--- src/rtl/fetch_pkg.sv ---
// Shared definitions for the instruction-fetch stage:
// FSM state encoding, reset PC default and jump-target field positions.
package fetch_pkg;

    typedef enum logic [1:0] {
        S_FETCH = 2'd0,
        S_VALID = 2'd1,
        S_HALT  = 2'd2
    } fetch_state_e;

    localparam logic [31:0] RESET_PC_DEFAULT = 32'h0000_0000;

    // J-type instr_index field and the PC segment it is spliced into
    localparam int JT_MSB  = 25;
    localparam int JT_LSB  = 0;
    localparam int JT_W    = JT_MSB - JT_LSB + 1;
    localparam int SEG_MSB = 31;
    localparam int SEG_LSB = 28;

endpackage

--- src/rtl/fetch_next_pc.sv ---
// Combinational next-PC select: jr > jmp/jal > taken branch > pc+4.
// In: controls, zero, addr_result, read_data_1, instr_index, opcplus4.
// Out: next_pc (32b), misalign (next_pc[1:0] != 0).
module fetch_next_pc
    import fetch_pkg::*;
(
    input  logic            branch,
    input  logic            nbranch,
    input  logic            jmp,
    input  logic            jal,
    input  logic            jr,
    input  logic            zero,
    input  logic [31:0]     addr_result,
    input  logic [31:0]     read_data_1,
    input  logic [JT_W-1:0] instr_index,
    input  logic [31:0]     opcplus4,
    output logic [31:0]     next_pc,
    output logic            misalign
);

    logic taken;

    assign taken = (branch & zero) | (nbranch & ~zero);

    always_comb begin
        next_pc = opcplus4;
        if (jr) begin
            next_pc = read_data_1;
        end else if (jmp | jal) begin
            next_pc = {opcplus4[SEG_MSB:SEG_LSB], instr_index, 2'b00};
        end else if (taken) begin
            next_pc = addr_result;
        end
        misalign = |next_pc[1:0];
    end

endmodule

--- src/rtl/instr_fetch.sv ---
// Instruction fetch stage: holds the PC, fetches one word per instruction
// over imem req/ready, presents Instruction/opcplus4 to decode and
// selects the next PC on advance. Misaligned targets halt with fault set.
// Ports: clock/reset, imem_req/addr/ready/rdata, Instruction, opcplus4,
// instr_valid, advance, Branch/nBranch/Jmp/Jal/Jr, Zero, Addr_result,
// Read_data_1, fault.
module instr_fetch
    import fetch_pkg::*;
#(
    parameter logic [31:0] RESET_PC = RESET_PC_DEFAULT,
    parameter int          ADDR_W   = 14
) (
    input  logic              clock,
    input  logic              reset,
    output logic              imem_req,
    output logic [ADDR_W-1:0] imem_addr,
    input  logic              imem_ready,
    input  logic [31:0]       imem_rdata,
    output logic [31:0]       Instruction,
    output logic [31:0]       opcplus4,
    output logic              instr_valid,
    input  logic              advance,
    input  logic              Branch,
    input  logic              nBranch,
    input  logic              Jmp,
    input  logic              Jal,
    input  logic              Jr,
    input  logic              Zero,
    input  logic [31:0]       Addr_result,
    input  logic [31:0]       Read_data_1,
    output logic              fault
);

    fetch_state_e state_q, state_d;
    logic [31:0]  pc_q, pc_d;
    logic [31:0]  instr_q, instr_d;
    logic [31:0]  opc4_q, opc4_d;
    logic         valid_q, valid_d;
    logic         fault_q, fault_d;

    logic [31:0]  next_pc;
    logic         misalign;

    fetch_next_pc u_next_pc (
        .branch      (Branch),
        .nbranch     (nBranch),
        .jmp         (Jmp),
        .jal         (Jal),
        .jr          (Jr),
        .zero        (Zero),
        .addr_result (Addr_result),
        .read_data_1 (Read_data_1),
        .instr_index (instr_q[JT_MSB:JT_LSB]),
        .opcplus4    (opc4_q),
        .next_pc     (next_pc),
        .misalign    (misalign)
    );

    always_comb begin
        state_d = state_q;
        pc_d    = pc_q;
        instr_d = instr_q;
        opc4_d  = opc4_q;
        valid_d = valid_q;
        fault_d = fault_q;
        case (state_q)
            S_FETCH: begin
                if (imem_ready) begin
                    instr_d = imem_rdata;
                    opc4_d  = pc_q + 32'd4;
                    valid_d = 1'b1;
                    state_d = S_VALID;
                end
            end
            S_VALID: begin
                if (advance) begin
                    valid_d = 1'b0;
                    if (misalign) begin
                        // PC keeps the faulting instruction's address
                        fault_d = 1'b1;
                        state_d = S_HALT;
                    end else begin
                        pc_d    = next_pc;
                        state_d = S_FETCH;
                    end
                end
            end
            S_HALT: begin
                state_d = S_HALT;
            end
            default: begin
                state_d = S_HALT;
                valid_d = 1'b0;
            end
        endcase
    end

    always_ff @(posedge clock) begin
        if (reset) begin
            state_q <= S_FETCH;
            pc_q    <= RESET_PC;
            instr_q <= 32'd0;
            opc4_q  <= 32'd0;
            valid_q <= 1'b0;
            fault_q <= 1'b0;
        end else begin
            state_q <= state_d;
            pc_q    <= pc_d;
            instr_q <= instr_d;
            opc4_q  <= opc4_d;
            valid_q <= valid_d;
            fault_q <= fault_d;
        end
    end

    // Request is held off while reset is asserted so memory never sees
    // a fetch during the reset cycle.
    assign imem_req    = (state_q == S_FETCH) & ~reset;
    assign imem_addr   = pc_q[ADDR_W+1:2];
    assign Instruction = instr_q;
    assign opcplus4    = opc4_q;
    assign instr_valid = valid_q;
    assign fault       = fault_q;

endmodule

--- config.mk ---
export PLATFORM = sky130hd
export DESIGN_NAME = instr_fetch
export DESIGN_NICKNAME = d
export VERILOG_FILES = /design/src/rtl/fetch_pkg.sv /design/src/rtl/fetch_next_pc.sv /design/src/rtl/instr_fetch.sv
export SDC_FILE = /design/constraint.sdc
export NUM_CORES = 1
export LEC_CHECK = 0
export ABC_AREA = 1
export CORE_MARGIN = 2
export CORE_UTILIZATION = 40
export DETAILED_ROUTE_END_ITERATION = 8
export DONT_BUFFER_PORTS = 1
export SLEW_MARGIN = 40
export SYNTH_ARGS = -nofsm -noshare
export SYNTH_HDL_FRONTEND = slang
export SYNTH_SLANG_ARGS = --single-unit
--- constraint.sdc ---
create_clock -name clock -period 2.71 [get_ports clock]
set_input_delay 0.542 -clock clock [delete_from_list [all_inputs] [get_ports clock]]
set_output_delay 0.542 -clock clock [all_outputs]
set_load 0.01 [all_outputs]
==> impl_metrics.toml <==
[status]
status = "complete, no violations"

[critical_path]
crit_end = "opcplus4[30]$_SDFFE_PP0P_"
required_ns = 2.97
worstSetupPathType = "reg2reg"
path_delay_family = "simple AND/OR/NAND/NOR gates"
endpoint_kind = "flop"
crit_cells = 10
rr_worst_depth = 10
reg2reg_from = "pc_q[3]$_SDFFE_PP0P_"
regToRegEndpoint = "opcplus4[30]$_SDFFE_PP0P_"
crit_path_top_delay_cell = "dfxtp_1"
critPathLaunch = "pc_q[3]$_SDFFE_PP0P_"
worst-path-max-fanout = 5
crit_chain = "ha_1 -> nand2_1 -> nor2_1 -> inv_1 -> nor2_1 -> nand2_1 -> nand2_1 -> nand3_1 -> nand2_1 -> inv_1"
startpoint_type = "flop"
critical_path_buf_inv_count = 2
rrSetupSlack_ns = 0.69
crit_top_cell = "nand2_1"
cpPeakStageDelay_ns = 0.49
cp.arrival_ns = 2.27

[drt]
wire_per_inst_um = 16.8
antenna_left = 0
vias = 5738
via_per_inst = 5.16
firstDrtPassIters = 7
drt_wl_total_um = 18700
drcViolationCount = 0
dr.first_iter.drc_count = 320

[global_routing]
overflow = 0
grt_max_degree = 70
antenna_found_initial = 0
first_global_vias = 5505
gr-usage-all-layers = 0.251
grt_pass1_wl_um = 29200

[cts]
cts_buffer_depth = 2
cts_resized = 0
cts_root_buf = "clkbuf_16"
clkLatencyLatePin_ns = 0.36
post_cts.repair.setup_buffers = 0
clock_tree.htree_level_count = 3
cts_sinks = 100
postCtsHoldBufs = 0
tritoncts = "yes"
cts_buffers = 9
cts.clk_slew.worst_paths_ns = 0.07

[synthesis]
synth_top_family_by_area = "simple AND/OR/NAND/NOR gates"
synth-compound-area-share = 0.125
ys_ff_latch = 100
syn_nets = 1075
synth.mux.area_fraction = 0
synthesis.instances = 968
synth_cell_types = 25
syn_avg_cell_area_um2 = 5.94
syn-cell-area_um2 = 5750
synthSimpleGateAreaFrac = 0.379
yosysSeqAreaShare = 0.348
yosysWarnings = 0
synthXorXnorAreaFrac = 0.00762
synth_adder_area_share = 0.00218

[sta]
relSlewSlack = 0.510
hold_viol = 0
clock_skew_ns = 0.00792
clock.fmax_mhz = 496
fin_tns_setup_ns = 0
rsz0062_at_grt = "false"
finalCritPeriodShare = 0.744
timing.final.ws_setup_ns = 0.694
fin_crit_ns = 2.02
setup_violations = 0
worstMarginPinSlew_ns = 0.734
drv_slew = 0

[die]
dieArea_um2 = 15300
die_height_um = 124
die-width_um = 124
initial_core_util = 0.412
coreArea_um2 = 13900
ios = 187
rows = 43

[cells_and_area]
drive_gt1_frac = 0.0451
final_util = 0.437
antenna_cells = 0
area_delta_synth_final_pct = 5.97
fin_area_um2 = 6090
fin_nets = 1034

[place]
globalplace.congestion = 0.938
place_area_um2 = 5780
io_buffers = 0
place_ws_ns = 0.694
hpwl_um = 13900

[job]
cap_violations = 0

[pwr]
ir_drop_uv = 405
fin_total_pwr_uw = 3630
powerDensity_nw_per_um2 = 596
leakagePower_uw = 0.00277

[hold_path]
hp-class = "in2reg"
sequential cells by signal (all words and copies together), names as in the netlist:
register and cells:
Instruction 32, fault 1, state_q 2, opcplus4 32, pc_q 32, instr_valid 1
per-layer routing:
layer,up-vias,global-route usage,part of all wire
met1,2563,0.309,0.43
met4,0,0.0582,0.014
met3,17,0.0870,0.093
met5,-,0,0
li1,2936,-,-
met2,222,0.422,0.46
layout make-up:
| cell class | count | area [µm²] |
|---|---|---|
| fill | 1558 | 7850 |
| multi-input combinational | 675 | 2950 |
| sequential | 100 | 2000 |
| inverter | 129 | 484 |
| clock buffer | 10 | 239 |
| tap | 180 | 225 |
| timing repair buffer | 12 | 115 |
| clock inverter | 6 | 70.1 |
cell usage in the layout (no fill, tap or decap), drive strengths merged:
cell / n
nor2: 210
nand2: 187
inv: 131
nand3: 121
dfxtp: 100
a21oi: 87
o21ai: 55
buf: 12
clkbuf: 10
xor2: 5
nand3b: 4
clkinvlp: 3
nand4: 2
a31oi: 1
nor3: 1
or2: 1
ha: 1
bufinv: 1
through the flow:
stage,cells,hold WS [ns]
after CTS,1112,0.230
after floorplan,968,0.441
after detailed placement,1096,0.454
after global routing,1112,0.218
after global placement,1096,0.455
final,1112,0.242
Yosys cell counts:
| library cell | n | share of area |
|---|---|---|
| a21oi_1 | 87 | 0.076 |
| a31oi_1 | 1 | 0.0011 |
| buf_1 | 5 | 0.0033 |
| buf_2 | 10 | 0.0087 |
| buf_4 | 15 | 0.020 |
| clkbuf_1 | 34 | 0.022 |
| clkinv_1 | 1 | 0.00065 |
| dfxtp_1 | 100 | 0.35 |
| ha_1 | 1 | 0.0022 |
| inv_1 | 124 | 0.081 |
| inv_2 | 4 | 0.0026 |
| nand2_1 | 184 | 0.12 |
| nand2_2 | 3 | 0.0033 |
| nand3_1 | 119 | 0.10 |
| nand3_2 | 1 | 0.0017 |
| nand3_4 | 1 | 0.0030 |
| nand3b_1 | 4 | 0.0052 |
| nand4_1 | 2 | 0.0022 |
| nor2_1 | 209 | 0.14 |
| nor2_2 | 1 | 0.0011 |
| nor3_1 | 1 | 0.00087 |
| o21ai_0 | 54 | 0.047 |
| o21ai_1 | 1 | 0.00087 |
| or2_2 | 1 | 0.0011 |
| xor2_1 | 5 | 0.0076 |
report_power, final:
| group | internal, µW | switching (µW) |
|---|---|---|
| clock | 748 | 615 |
| sequential | 1580 | 150 |
| combinational | 182 | 354 |
cells by family (layout without fill, tap and decap cells):
family          Yosys count  in the layout
compound gates          143            143
fa+ha+maj                 1              1
buf+inv                 193            157
simple gates            526            526
flops                   100            100
xor+xnor                  5              5
worst min-delay path by stage:
stage / from / endpoint / slack, ns / depth (start not counted)
3_5_place_dp: pc_q[0]$_SDFFE_PP0P_ / pc_q[0]$_SDFFE_PP0P_ / 0.45 / 2
2_1_floorplan: pc_q[0]$_SDFFE_PP0P_ / pc_q[0]$_SDFFE_PP0P_ / 0.44 / 2
3_3_place_gp: pc_q[1]$_SDFFE_PP0P_ / pc_q[1]$_SDFFE_PP0P_ / 0.45 / 2
5_1_grt: reset / instr_valid$_SDFFE_PP0P_ / 0.22 / 1
6_report: reset / state_q[0]$_SDFFE_PP0P_ / 0.24 / 1
4_1_cts: reset / instr_valid$_SDFFE_PP0P_ / 0.23 / 1
Power figures use the tool's default switching activity.
